File: src/rtl/id_ex_stage_pkg.sv
// Shared widths, operand-category codes and ALU opcode constants for the ID/EX stage.
package id_ex_stage_pkg;

    localparam int DATA_W  = 16;
    localparam int RADDR_W = 3;
    localparam int OPC_W   = 5;

    // Operand-B category codes; only CAT_REG marks B as a register read.
    localparam logic [1:0] CAT_REG   = 2'b00;
    localparam logic [1:0] CAT_IMM   = 2'b01;
    localparam logic [1:0] CAT_UPPER = 2'b10;
    localparam logic [1:0] CAT_PC    = 2'b11;

    // ALU operations carried through to EX.
    localparam logic [OPC_W-1:0] OPC_ADD = 5'd0;
    localparam logic [OPC_W-1:0] OPC_SUB = 5'd1;
    localparam logic [OPC_W-1:0] OPC_AND = 5'd2;
    localparam logic [OPC_W-1:0] OPC_OR  = 5'd3;
    localparam logic [OPC_W-1:0] OPC_XOR = 5'd4;
    localparam logic [OPC_W-1:0] OPC_SLL = 5'd5;
    localparam logic [OPC_W-1:0] OPC_SRL = 5'd6;
    localparam logic [OPC_W-1:0] OPC_LD  = 5'd7;
    localparam logic [OPC_W-1:0] OPC_ST  = 5'd8;

    // True when the category says operand B came from the register file.
    function automatic logic is_reg_operand(input logic [1:0] category);
        return (category == CAT_REG);
    endfunction

endpackage

File: src/rtl/id_ex_stage_forward_mux.sv
// One forwarding selector: EX/MEM result beats MEM/WB result beats the captured value.
module id_ex_stage_forward_mux #(
    parameter int DATA_W  = 16,
    parameter int RADDR_W = 3
) (
    input  logic [RADDR_W-1:0] addr,
    input  logic [DATA_W-1:0]  reg_val,
    input  logic               enable,
    input  logic               exmem_write_back,
    input  logic [RADDR_W-1:0] exmem_dst_addr,
    input  logic [DATA_W-1:0]  exmem_result,
    input  logic               memwb_write_back,
    input  logic [RADDR_W-1:0] memwb_dst_addr,
    input  logic [DATA_W-1:0]  memwb_result,
    output logic [DATA_W-1:0]  fwd_val
);

    // Pick the youngest in-flight producer of addr; register 0 is not special.
    always_comb begin
        fwd_val = reg_val;
        if (enable && exmem_write_back && (exmem_dst_addr == addr)) begin
            fwd_val = exmem_result;
        end else if (enable && memwb_write_back && (memwb_dst_addr == addr)) begin
            fwd_val = memwb_result;
        end else begin
            fwd_val = reg_val;
        end
    end

endmodule

File: src/rtl/id_ex_stage.sv
// ID/EX pipeline register with operand forwarding and load-use bubble insertion.
module id_ex_stage
    import id_ex_stage_pkg::*;
#(
    parameter int DATA_W  = id_ex_stage_pkg::DATA_W,
    parameter int RADDR_W = id_ex_stage_pkg::RADDR_W,
    parameter int OPC_W   = id_ex_stage_pkg::OPC_W
) (
    input  logic               clk,
    input  logic               rst_n,
    input  logic               stall,
    input  logic               flush,
    input  logic               in_valid,
    input  logic [DATA_W-1:0]  in_read_data1,
    input  logic [DATA_W-1:0]  in_alu_input2,
    input  logic [RADDR_W-1:0] in_src_addr,
    input  logic [RADDR_W-1:0] in_dst_addr,
    input  logic [1:0]         in_category,
    input  logic [OPC_W-1:0]   in_opcode,
    input  logic               in_write_back,
    input  logic               in_mem_read,
    input  logic               in_mem_write,
    input  logic               exmem_write_back,
    input  logic [RADDR_W-1:0] exmem_dst_addr,
    input  logic [DATA_W-1:0]  exmem_result,
    input  logic               memwb_write_back,
    input  logic [RADDR_W-1:0] memwb_dst_addr,
    input  logic [DATA_W-1:0]  memwb_result,
    output logic               load_use_hazard,
    output logic               ex_valid,
    output logic [DATA_W-1:0]  ex_operand_a,
    output logic [DATA_W-1:0]  ex_operand_b,
    output logic [DATA_W-1:0]  ex_store_data,
    output logic [RADDR_W-1:0] ex_dst_addr,
    output logic [OPC_W-1:0]   ex_opcode,
    output logic               ex_write_back,
    output logic               ex_mem_read,
    output logic               ex_mem_write
);

    logic               valid_q,    valid_d;
    logic [DATA_W-1:0]  a_q,        a_d;
    logic [DATA_W-1:0]  b_q,        b_d;
    logic [RADDR_W-1:0] src_q,      src_d;
    logic [RADDR_W-1:0] dst_q,      dst_d;
    logic [OPC_W-1:0]   opc_q,      opc_d;
    logic               b_is_reg_q, b_is_reg_d;
    logic               wb_q,       wb_d;
    logic               mr_q,       mr_d;
    logic               mw_q,       mw_d;
    logic               hazard_s;

    // A load in EX whose destination is read by the instruction in ID must wait one cycle.
    always_comb begin
        hazard_s = in_valid && valid_q && mr_q && wb_q &&
                   ((dst_q == in_src_addr) ||
                    (is_reg_operand(in_category) && (dst_q == in_dst_addr)));
    end

    // Next-state selection: flush, then stall, then bubble, then normal capture.
    always_comb begin
        valid_d    = valid_q;
        a_d        = a_q;
        b_d        = b_q;
        src_d      = src_q;
        dst_d      = dst_q;
        opc_d      = opc_q;
        b_is_reg_d = b_is_reg_q;
        wb_d       = wb_q;
        mr_d       = mr_q;
        mw_d       = mw_q;
        if (flush || (!stall && hazard_s)) begin
            // Squash or bubble: zero controls so nothing can write or touch memory.
            valid_d = 1'b0;
            wb_d    = 1'b0;
            mr_d    = 1'b0;
            mw_d    = 1'b0;
        end else if (stall) begin
            valid_d = valid_q;
        end else begin
            valid_d    = in_valid;
            a_d        = in_read_data1;
            b_d        = in_alu_input2;
            src_d      = in_src_addr;
            dst_d      = in_dst_addr;
            opc_d      = in_opcode;
            b_is_reg_d = is_reg_operand(in_category);
            wb_d       = in_write_back && in_valid;
            mr_d       = in_mem_read   && in_valid;
            mw_d       = in_mem_write  && in_valid;
        end
    end

    // Pipeline register; asynchronous clear leaves every field at zero.
    always_ff @(posedge clk or negedge rst_n) begin
        if (!rst_n) begin
            valid_q    <= 1'b0;
            a_q        <= '0;
            b_q        <= '0;
            src_q      <= '0;
            dst_q      <= '0;
            opc_q      <= '0;
            b_is_reg_q <= 1'b0;
            wb_q       <= 1'b0;
            mr_q       <= 1'b0;
            mw_q       <= 1'b0;
        end else begin
            valid_q    <= valid_d;
            a_q        <= a_d;
            b_q        <= b_d;
            src_q      <= src_d;
            dst_q      <= dst_d;
            opc_q      <= opc_d;
            b_is_reg_q <= b_is_reg_d;
            wb_q       <= wb_d;
            mr_q       <= mr_d;
            mw_q       <= mw_d;
        end
    end

    id_ex_stage_forward_mux #(.DATA_W(DATA_W), .RADDR_W(RADDR_W)) u_fwd_a (
        .addr(src_q), .reg_val(a_q), .enable(1'b1),
        .exmem_write_back(exmem_write_back), .exmem_dst_addr(exmem_dst_addr), .exmem_result(exmem_result),
        .memwb_write_back(memwb_write_back), .memwb_dst_addr(memwb_dst_addr), .memwb_result(memwb_result),
        .fwd_val(ex_operand_a)
    );

    // Immediates are never overridden: B forwards only when it was a register read.
    id_ex_stage_forward_mux #(.DATA_W(DATA_W), .RADDR_W(RADDR_W)) u_fwd_b (
        .addr(dst_q), .reg_val(b_q), .enable(b_is_reg_q),
        .exmem_write_back(exmem_write_back), .exmem_dst_addr(exmem_dst_addr), .exmem_result(exmem_result),
        .memwb_write_back(memwb_write_back), .memwb_dst_addr(memwb_dst_addr), .memwb_result(memwb_result),
        .fwd_val(ex_operand_b)
    );

    // Store data is the register named by dst, whatever the operand-B category was.
    id_ex_stage_forward_mux #(.DATA_W(DATA_W), .RADDR_W(RADDR_W)) u_fwd_st (
        .addr(dst_q), .reg_val(b_q), .enable(1'b1),
        .exmem_write_back(exmem_write_back), .exmem_dst_addr(exmem_dst_addr), .exmem_result(exmem_result),
        .memwb_write_back(memwb_write_back), .memwb_dst_addr(memwb_dst_addr), .memwb_result(memwb_result),
        .fwd_val(ex_store_data)
    );

    assign load_use_hazard = hazard_s;
    assign ex_valid        = valid_q;
    assign ex_dst_addr     = dst_q;
    assign ex_opcode       = opc_q;
    assign ex_write_back   = wb_q;
    assign ex_mem_read     = mr_q;
    assign ex_mem_write    = mw_q;

endmodule

File: config.mk
export PLATFORM = sky130hd
export DESIGN_NAME = id_ex_stage
export DESIGN_NICKNAME = d
export VERILOG_FILES = /design/src/rtl/id_ex_stage_pkg.sv /design/src/rtl/id_ex_stage_forward_mux.sv /design/src/rtl/id_ex_stage.sv
export SDC_FILE = /design/constraint.sdc
export NUM_CORES = 1
export LEC_CHECK = 0
export ABC_AREA = 1
export CORE_UTILIZATION = 35
export DETAILED_ROUTE_END_ITERATION = 16
export GPL_ROUTABILITY_DRIVEN = 0
export PLACE_DENSITY_LB_ADDON = 0.15
export SYNTH_ARGS = -nofsm -noshare
export SYNTH_HDL_FRONTEND = slang
export SYNTH_SLANG_ARGS = --single-unit
File: constraint.sdc
create_clock -name clk -period 7.3 [get_ports clk]
set_input_delay 2.19 -clock clk [delete_from_list [all_inputs] [get_ports clk]]
set_output_delay 2.19 -clock clk [all_outputs]
set_load 0.1 [all_outputs]
-- After elaboration in Yosys (flattened, before gate mapping)
Cells that the tools add are included.
W data, S select, Z words.
- reductions and logical operators: 22
- equality and inequality tests: 7
- multiplexer cells: 14
- bitwise operators: 2
- operators by type and width (kind ; count):
    $mux W16 ; 6
    $eq A3 B3 Y1 ; 6
    $logic_and A1 B1 Y1 ; 17
    $mux W1 ; 8
    $logic_not A2 Y1 ; 1
    $logic_or A1 B1 Y1 ; 2
    $ne A2 B1 Y1 const B ; 1
    $not A1 Y1 ; 2
    $reduce_and A2 Y1 ; 1
    $logic_not A1 Y1 ; 1
- word-level logic and storage cells: 55
- input port bits: 93
- register bits after elaboration: 48

-- Logic depth before layout (Yosys ltp)
Gate-level depths: netlist (run 1).
- depth in word-level cells: 8
- mapped depth: 12
- mapped depth without buffers: 10

-- By module
From an unflattened synthesis (run 1), not the netlist that was laid out.
- cells, all modules: 686
- area, all modules: 4098.9 µm²
- modules (own cells, without submodules) (module ; cells each ; times used ; area each (µm²)):
    id_ex_stage ; 245 ; 1 ; 2068.2
    id_ex_stage_forward_mux ; 147 ; 3 ; 676.9

-- Worst setup path after synthesis (run 1)
No wires, ideal clock.
- kind: input -> output
- from: input exmem_dst_addr[1]
- to: output ex_store_data[10]
- setup slack: 0.122 ns
- data required time: 5.110 ns
- data arrival time: 4.988 ns
- stages: 6
- path buffers: 1
- cell sequence: inv_1 -> nor2_1 -> nor3_2 -> nand3_1 -> clkbuf_1 -> o21ai_0
- longest elaborated chain between the ends: 3
- RTL lines (element ; RTL line ; text):
    start: declaration ; id_ex_stage.sv:24 ; input logic [RADDR_W-1:0] exmem_dst_addr,
    $eq A3 B3 Y1 ; id_ex_stage_forward_mux.sv:21 ; if (enable && exmem_write_back && (exmem_dst_addr == addr)) begin
    $logic_and A1 B1 Y1 ; id_ex_stage_forward_mux.sv:21 ;
    $mux W16 ; id_ex_stage_forward_mux.sv:21 ;
    end: declaration ; id_ex_stage.sv:33 ; output logic [DATA_W-1:0] ex_store_data,
Every way passes these cells.

-- Worst setup path after layout (run 1)
- from: input exmem_dst_addr[0]
- to: output ex_operand_a[8]
- longest elaborated chain between the ends: 3
- RTL lines (element ; RTL line ; text):
    $eq A3 B3 Y1 ; id_ex_stage_forward_mux.sv:21 ;
    $logic_and A1 B1 Y1 ; id_ex_stage_forward_mux.sv:21 ;
    $mux W16 ; id_ex_stage_forward_mux.sv:21 ;
    end: declaration ; id_ex_stage.sv:31 ; output logic [DATA_W-1:0] ex_operand_a,
Every way passes these cells.

==> results_dict.tcl, run 1 <==
set metrics [dict create \
    grt_pass1_vias 4180 \
    hp-class "reg -> reg" \
    fp.dieH_um 103 \
    diodes 0 \
    hpwlAfterDp_um 9640 \
    synthCells 581 \
    hold_viol 0 \
    whs_path_depth 2 \
    n_fill_cell 946 \
    end_kind "output pin" \
    synth.area.top_cells "dfrtp_1 34%, nand3_1 20%, nand2_1 19%, inv_1 8.2%, o21ai_0 3.6%" \
    port_buffers 153 \
    finalMaxSlewViolations 0 \
    drc 0 \
    required_ps 5110 \
    htree_levels 2 \
    clk_latency_ps 300 \
    numCtsBuffers 5 \
    final_layout_size_suffix_gt1_share_pct 10.7 \
    rr_worst_depth 10 \
    clockRootBuffer "clkbuf_8" \
    hold_buffers 0 \
    cts_resized 0 \
    cts_buffer_depth 2 \
    track_usage_pct 25.1 \
    fmax_mhz 152 \
    critPathMaxFanout 31 \
    cap_violations 0 \
    hold_end "a_q[3]$_DFFE_PN0P_" \
    die_w_um 103 \
    clk_pin_slew_ps 90 \
    outcome "completed" \
    fin_skew_ps 7.91 \
    rr_startpoint "ex_dst_addr[1]$_DFFE_PN0P_" \
    slew-limit-headroom_pct 17.1 \
    start_kind "input pin" \
    die-area_um2 10600 \
    num_io_pins 154 \
    peakVddDrop_mv 0.119 \
    grt.overflow.total 0 \
    crit_type "in -> out" \
    rows 36 \
    antenna_found_initial 0 \
    rsz0062_at_grt "no" \
    ys_seq_area_share_pct 33.6 \
    crit_arrival_ps 4380 \
    syn_area_per_cell_um2 6.15 \
    tns_ps 0 \
    wl_per_cell_um 15.2 \
    r2r_slack_ps 4720 \
    ys_seq_elements 48 \
    final_nets 803 \
    leakagePower_nw 2.99 \
    synth_area_um2 3570 \
    synth_top_area_share_pct 33.6 \
    grt_pass1_wl_um 20700 \
    wl_um 12900 \
    r2r_end "a_q[11]$_DFFE_PN0P_" \
    tightest_slew_ps 1240 \
    core_um2 9820 \
    post-route-min-period_ps 6570 \
    cts_setup_buffers 0 \
    dr.pass1.iters 5 \
    syn-num-nets 674 \
    fin_area_um2 5770 \
    synth_top_area_cell "dfrtp_1" \
    min_period_over_period_pct 90.0 \
    start_util_pct 36.4 \
    pwr_density_cell_nw_per_um2 255 \
    area_growth_pct 61.6 \
    num_vias 4306 \
    ant_nets 0 \
    hp-start "a_q[3]$_DFFE_PN0P_" \
    drt-vias-per-instance 5.10 \
    clkSinkCount 48 \
    finalSetupViolCount 0 \
    drt-initial-drc-count 209 \
    synth_cell_type_count 22 \
    grt_start_max_net_pins 50 \
    place_area_um2 5650 \
    cts_tree "built" \
    ys_warn_count 0 \
]
[through the flow]
stage | cells | hold slack, ps | power (mW) | worst slack (ps) | utilization (%)
global route | 844 | 504 | 1.53 | 477 | 58.8
floorplan | 581 | 442 | 0.907 | 122 | -
detailed placement | 836 | 459 | 1.27 | 741 | 57.5
global placement | 836 | 455 | 1.26 | 827 | 57.5
finish | 844 | 476 | 1.47 | 728 | 58.8
CTS | 844 | 481 | 1.48 | 745 | 58.8
[state kept, by name, indices dropped and copies added (netlist names)]
register       count
src_q              3
a_q               16
ex_opcode          5
b_is_reg_q         1
ex_mem_read        1
ex_dst_addr        3
ex_write_back      1
ex_mem_write       1
ex_valid           1
b_q               16
[cell usage in the layout, fill, tap and decap left out, types with 17 or more instances in the layout]
cell type | Yosys | routed
buf_12 | 0 | 49
clkdlybuf4s50_1 | 0 | 103
dfrtp_1 | 48 | 48
inv_1 | 78 | 78
nand2_1 | 185 | 185
nand3_1 | 144 | 144
nand4_1 | 20 | 20
nor2_1 | 18 | 17
o21ai_0 | 26 | 26
[report_power, final]
group,switching (mW),internal (mW)
registers,0.0294,0.297
clock network,0.0873,0.121
logic,0.630,0.305
total,0.747,0.723
[how the worst max path moves through the flow]
| stage | endpoint | cells after the start | slack [ps] | from |
|---|---|---|---|---|
| finish | ex_operand_a[8] | 7 | 730 | exmem_dst_addr[0] |
| global route | ex_operand_a[2] | 7 | 480 | exmem_dst_addr[1] |
| CTS | ex_operand_a[8] | 7 | 740 | exmem_dst_addr[0] |
| detailed placement | ex_operand_a[8] | 6 | 740 | exmem_dst_addr[2] |
| global placement | ex_operand_a[11] | 6 | 830 | exmem_dst_addr[2] |
| floorplan | ex_store_data[10] | 6 | 120 | exmem_dst_addr[1] |
[Yosys cell counts (all sizes together)]
library cell and number:
nand3b 1, buf 21, o21ai 33, clkbuf 17, inv 80, nor3 3
nand3 145, nand4 20, dfrtp 48, nand2 188, xnor2 2, nor2 19
xor2 3, o22ai 1
[critical path, cell delays in order]
cell,delay (ps)
clkdlybuf4s50_1,450
inv_1,100
o22ai_1,90
nor2_1,130
nand2_1,560
o21ai_0,610
buf_12,230
[area by class of cell]
class / count / area [um^2] / area share, %
sequential: 48 / 1200 / 20.8
multi-input combinational: 415 / 1910 / 33.1
inverter: 80 / 300 / 5.20
tap: 133 / 166 / 2.88
clock inverter: 1 / 30.0 / 0.520
clock buffer: 7 / 96.3 / 1.67
timing repair buffer: 160 / 2070 / 35.8
[per-layer routing]
metal | global-route usage, % | vias up | part of all wire [%]
li1 | - | 2117 | -
met1 | 34.7 | 1963 | 45
met2 | 39.0 | 193 | 44
met3 | 5.15 | 33 | 8.5
met4 | 8.88 | 0 | 2.6
met5 | 0 | - | 0
[logic make-up (layout without fill, tap and decap cells)]
logic type	after synthesis	after routing	share of synthesized area [%]
simple gates	376	376	47.2
buf+inv	118	248	13.2
flops	48	48	33.6
compound gates	34	34	4.80
xor+xnor	5	5	1.23
(Power assumes the default switching activity.)
==> run 2: changes to the inputs <==
Settings changed: CAP_MARGIN from default to 10.
Clock period 7.3 ns to 7.21 ns, I/O delays scaled along.
==> run 2 against run 1 <==
  * Die area unchanged
  * Utilization about the same
  * Hold slack about the same
  * Clock power decreased by 2%
  * Worst setup slack got worse by 120 ps
  * Critical path depth decreased by 1
  * Global-route usage decreased by 0.054 points
==> results_dict.tcl, run 2 (synthesis results as in run 1) <==
set metrics [dict create \
    hp-class "reg -> reg" \
    dr.pass1.iters 5 \
    crit_chain "clkdlybuf4s50_1 > xor2_1 > nor2_1 > nand2_1 > o21ai_0 > buf_12" \
    peakVddDrop_mv 0.143 \
    die_w_um 103 \
    place_inst 837 \
    hpwlAfterDp_um 9620 \
    crit_slowest_cell "o21ai_0" \
    outcome "completed" \
    final_layout_size_suffix_gt1_share_pct 10.8 \
    ant_nets 0 \
    hold_viol 0 \
    clk_latency_ps 300 \
    track_usage_pct 25.1 \
    rows 36 \
    fin_skew_ps 10.5 \
    cts_tree "built" \
    port_buffers 153 \
    drt-initial-drc-count 325 \
    crit_type "in -> out" \
    start_util_pct 36.4 \
    drc 0 \
    fp.dieH_um 103 \
    rsz0062_at_grt "no" \
    required_ps 5050 \
    critPathTopFamily "simple AND/OR/NAND/NOR gates" \
    finalSetupViolCount 0 \
    num_io_pins 154 \
    die-area_um2 10600 \
    start_kind "input pin" \
    final_nets 804 \
    tns_ps 0 \
    core_um2 9820 \
    grt_pass1_vias 4169 \
    crit_buf_inv 2 \
    area_growth_pct 61.6 \
    most-common-layout-cells "185 x nand2_1, 144 x nand3_1, 103 x clkdlybuf4s50_1, 78 x inv_1, 49 x buf_12" \
    leakagePower_nw 2.99 \
    grt_start_max_net_pins 50 \
    crit_arrival_ps 4430 \
    fin_util_pct 58.8 \
    wl_per_cell_um 15.3 \
    fmax_mhz 152 \
    clockRootBuffer "clkbuf_8" \
    critPathMaxStageDelay_ps 620 \
    numCtsBuffers 5 \
    post-route-min-period_ps 6600 \
    htree_levels 2 \
    grt.overflow.total 0 \
    drt-vias-per-instance 5.12 \
    cts_setup_buffers 0 \
    pwr_density_cell_nw_per_um2 256 \
    layout_commonest_cell "nand2_1" \
    cts_resized 0 \
    critPathMaxFanout 31 \
    grt_pass1_wl_um 20800 \
    min_period_over_period_pct 91.5 \
    clkSinkCount 48 \
    fin_cells 845 \
    cap_violations 0 \
    hold_buffers 0 \
    num_vias 4327 \
    antenna_found_initial 0 \
    end_kind "output pin" \
    diodes 0 \
    cts_buffer_depth 2 \
    clk_pin_slew_ps 90 \
    wl_um 12900 \
    finalMaxSlewViolations 0 \
    tightest_slew_ps 1080 \
    slew-limit-headroom_pct 27.8 \
]
run 2: cell count changes in the layout (fill, tap and decap cells not counted), sizes merged:
cell,change
buf,+1
clkbuf,-1
clkinv,+1
run 2: tightest hold or removal path: stages (launching register included):
cell     delay (ps)
dfrtp_1         350
nand2_1          50
nand2_1          40
run 2: worst paths after layout:
check / from / to / slack (ps) / cells past startpoint
min: a_q[14]$_DFFE_PN0P_ / a_q[14]$_DFFE_PN0P_ / 480 / 2
max in group asynchronous: rst_n / b_q[10]$_DFFE_PN0P_ / 4480 / 1
min in group asynchronous: rst_n / ex_opcode[2]$_DFFE_PN0P_ / 2050 / 1
max reg2reg: ex_dst_addr[1]$_DFFE_PN0P_ / b_q[15]$_DFFE_PN0P_ / 4630 / 10
min reg2reg: a_q[14]$_DFFE_PN0P_ / a_q[14]$_DFFE_PN0P_ / 480 / 2
max: exmem_dst_addr[2] / ex_operand_a[12] / 610 / 6
run 2: final cells by class:
cell class,count,area (um^2)
Multi-Input combinational cell,415,1910
Timing Repair Buffer,161,2080
Tap cell,133,166
Inverter,80,300
Clock buffer,6,82.6
Fill cell,955,4040
Clock inverter,2,38.8
Sequential cell,48,1200
run 2: stage by stage:
| step | setup slack (ps) | area [um^2] | hold slack (ps) | total power [mW] |
|---|---|---|---|---|
| finish | 612 | 5780 | 476 | 1.48 |
| global route | 446 | 5780 | 513 | 1.54 |
| CTS | 652 | 5780 | 482 | 1.49 |
| detailed placement | 654 | 5650 | 459 | 1.28 |
| global placement | 733 | 5650 | 456 | 1.27 |
| floorplan | 86.1 | 3570 | 442 | 0.918 |
run 2: layer usage:
layer / wire length [um] / part of all wire (%) / vias up / track usage [%]
met4: 167 / 1.3 / 0 / 6.28
met3: 1250 / 9.7 / 16 / 4.75
met1: 5520 / 43 / 1982 / 34.4
met2: 5980 / 46 / 212 / 40.6
met5: 0 / 0 / - / 0
li1: - / - / 2117 / -
run 2: power by group:
group | internal [mW] | switching, mW
combinational | 0.310 | 0.642
clock | 0.113 | 0.0904
sequential | 0.300 | 0.0240
total | 0.724 | 0.756
==> run 3: changes to the inputs <==
Settings changed: ABC_AREA 1 to 0.
==> run 3 against run 2 <==
  * Final area decreased by 8.7%
  * First-iteration DRC count down 74%
  * Combinational power increased by 9%
  * Non-clock buffer count is 1 higher
  * Clock power decreased by 20%
  * Worst setup slack gained 460 ps
  * Sequential share of layout area increased by 2.0 points
  * Critical endpoint is now ex_operand_b[8]
  * Highest routed layer unchanged
==> results_dict.tcl, run 3 <==
set metrics [dict create \
    place_area_um2 5180 \
    clockRootBuffer "clkbuf_8" \
    port_buffers 153 \
    pwr_density_cell_nw_per_um2 293 \
    clk_pin_slew_ps 100 \
    start_util_pct 35.9 \
    drt-vias-per-instance 5.38 \
    die_w_um 96.4 \
    finalMaxSlewViolations 0 \
    grt_start_max_net_pins 49 \
    rsz0062_at_grt "no" \
    cts_setup_buffers 0 \
    ys_seq_elements 48 \
    wl_um 10000 \
    cap_violations 0 \
    ant_nets 0 \
    area_growth_pct 69.1 \
    p_clk_share_pct 10.6 \
    rr_startpoint "ex_dst_addr[2]$_DFFE_PN0P_" \
    hp-start "ex_mem_write$_DFFE_PN0P_" \
    crit_buf_inv 3 \
    finalSetupViolCount 0 \
    hpwlAfterDp_um 7060 \
    hold_viol 0 \
    power_switching_uw 798 \
    start_kind "input pin" \
    cts_buffer_depth 2 \
    final_layout_size_suffix_gt1_share_pct 23.7 \
    layout_commonest_cell "clkdlybuf4s50_1" \
    most-common-layout-cells "103 x clkdlybuf4s50_1, 48 x dfrtp_1, 48 x buf_12, 34 x nor2_1" \
    track_usage_pct 21.8 \
    crit_slowest_cell "clkdlybuf4s50_1" \
    grt_pass1_vias 3037 \
    critPathMaxStageDelay_ps 530 \
    cts_resized 0 \
    peakVddDrop_mv 0.126 \
    synthFlopType "dfrtp_1" \
    crit_type "in -> out" \
    core_um2 8680 \
    synth_cell_type_count 28 \
    synth_edf_count 0 \
    power_frac_comb_pct 67.4 \
    syn_area_per_cell_um2 9.25 \
    p_int_uw 745 \
    synth_top_area_share_pct 38.5 \
    grt.overflow.total 0 \
    synth_top_area_cell "dfrtp_1" \
    critPathMaxFanout 14 \
    num_vias 3139 \
    grt_pass1_wl_um 15500 \
    hold_buffers 0 \
    antenna_found_initial 0 \
    rows 34 \
    clkSinkCount 48 \
    p_seq_share_pct 22.0 \
    cts_tree "built" \
    min_period_over_period_pct 85.1 \
    tns_ps 0 \
    crit_start "memwb_dst_addr[0]" \
    outcome "completed" \
    fin_area_um2 5270 \
    drc 0 \
    diodes 0 \
    leakagePower_nw 2.21 \
    fin_skew_ps 14.5 \
    slew-limit-headroom_pct 34.3 \
    end_kind "output pin" \
    post-route-min-period_ps 6140 \
    wl_per_cell_um 17.1 \
    tightest_slew_ps 982 \
    ys_seq_area_share_pct 38.5 \
    synth.area.top_cells "dfrtp_1 39%, mux2_2 10%, mux2_4 7.7%, a31oi_1 6.4%, mux2i_1 5.1%" \
    syn-num-nets 430 \
    ys_warn_count 0 \
    crit_arrival_ps 3980 \
    swShare_pct 51.7 \
    synthCells 337 \
    hp-class "reg -> reg" \
    required_ps 5050 \
    dr.pass1.iters 4 \
    yosysMostFrequentCell "dfrtp_1" \
    clk_latency_ps 300 \
    fmax_mhz 163 \
    fp.dieH_um 96.4 \
    critPathTopFamily "buffers and inverters" \
    crit_chain "clkdlybuf4s50_1 > xnor2_1 > and4_1 > buf_4 > nand3_1 > a31oi_1 > buf_12" \
    numCtsBuffers 5 \
    synthTopCellsByCount "48 x dfrtp_1, 34 x nor2_1, 32 x a31oi_1, 32 x nand2_1, 28 x mux2_2" \
    die-area_um2 9290 \
    num_io_pins 154 \
    async_flop_share_pct 100 \
    drt-initial-drc-count 85 \
    final_nets 568 \
    htree_levels 2 \
    synth_area_um2 3120 \
]
==> run 3: cell types whose count changed in the layout (fill, tap and decap cells not counted), moves of 7 or more <==
cell,before,now
mux2i_1,0,16
nand3_1,144,16
nand4_1,20,6
o21ai_1,7,0
mux2_4,0,16
a31oi_1,0,32
inv_1,78,1
nand2_1,185,32
nor2_1,17,34
o21ai_0,26,16
nor3_1,0,16
xnor2_1,2,15
a21oi_1,0,17
mux2_2,0,28
==> run 3: final cells by class <==
cell class | count | area [um^2]
multi-input cells | 257 | 1770
clock buffers | 5 | 68.8
flip-flops and latches | 48 | 1200
fillers | 752 | 3410
clock inverters | 3 | 23.8
inverters | 1 | 3.75
repair buffers | 162 | 2070
well taps | 108 | 135
==> run 3: power groups by stage <==
stage               logic [mW]  clock network [mW]  registers [mW]
detailed placement        1.04                   0           0.344
finish                    1.04               0.164           0.339
global route              1.07               0.183           0.345
CTS                       1.04               0.171           0.339
global placement          1.04                   0           0.343
floorplan                0.611                   0           0.385
==> run 3: metal layers <==
metal / vias up / wire length, um / track usage [%]
li1: 1491 / - / -
met1: 1508 / 4090 / 27.7
met2: 130 / 4850 / 36.6
met3: 10 / 926 / 5.71
met4: 0 / 140 / 6.25
met5: - / 0 / 0
==> run 3: cell families after synthesis <==
family | share of synthesized area, %
AND/OR/NAND/NOR | 15.4
buffers and inverters | 4.78
XOR/XNOR | 5.06
AO/OA/AOI/OAI | 13.3
multiplexers | 23.0
flip-flops | 38.5
==> run 3: through the flow <==
| stage | instances | power (mW) | worst slack (ps) | hold WS [ps] | util [%] |
|---|---|---|---|---|---|
| after floorplan | 337 | 0.996 | 355 | 480 | - |
| after global placement | 576 | 1.38 | 1120 | 485 | 59.7 |
| after detailed placement | 576 | 1.39 | 1060 | 484 | 59.7 |
| after CTS | 584 | 1.55 | 1060 | 508 | 60.8 |
| after global routing | 584 | 1.60 | 962 | 524 | 60.8 |
| final | 584 | 1.54 | 1070 | 503 | 60.8 |
==> run 3: final timing paths <==
path                                               to  cells after the start  slack, ps
setup / recovery                      ex_operand_b[8]                      7       1070
hold / removal               ex_mem_write$_DFFE_PN0P_                      1        500
setup reg to reg           ex_dst_addr[0]$_DFFE_PN0P_                      5       4710
hold reg to reg              ex_mem_write$_DFFE_PN0P_                      1        500
max in group asynchronous         b_q[15]$_DFFE_PN0P_                      2       4820
min in group asynchronous          b_q[2]$_DFFE_PN0P_                      2       1960
==> run 3: worst register-to-register path, stage by stage (launching register included) <==
cell	delay, ps
dfrtp_1	510
xor2_1	240
or4_1	150
o211a_2	570
buf_4	510
mux2_2	410
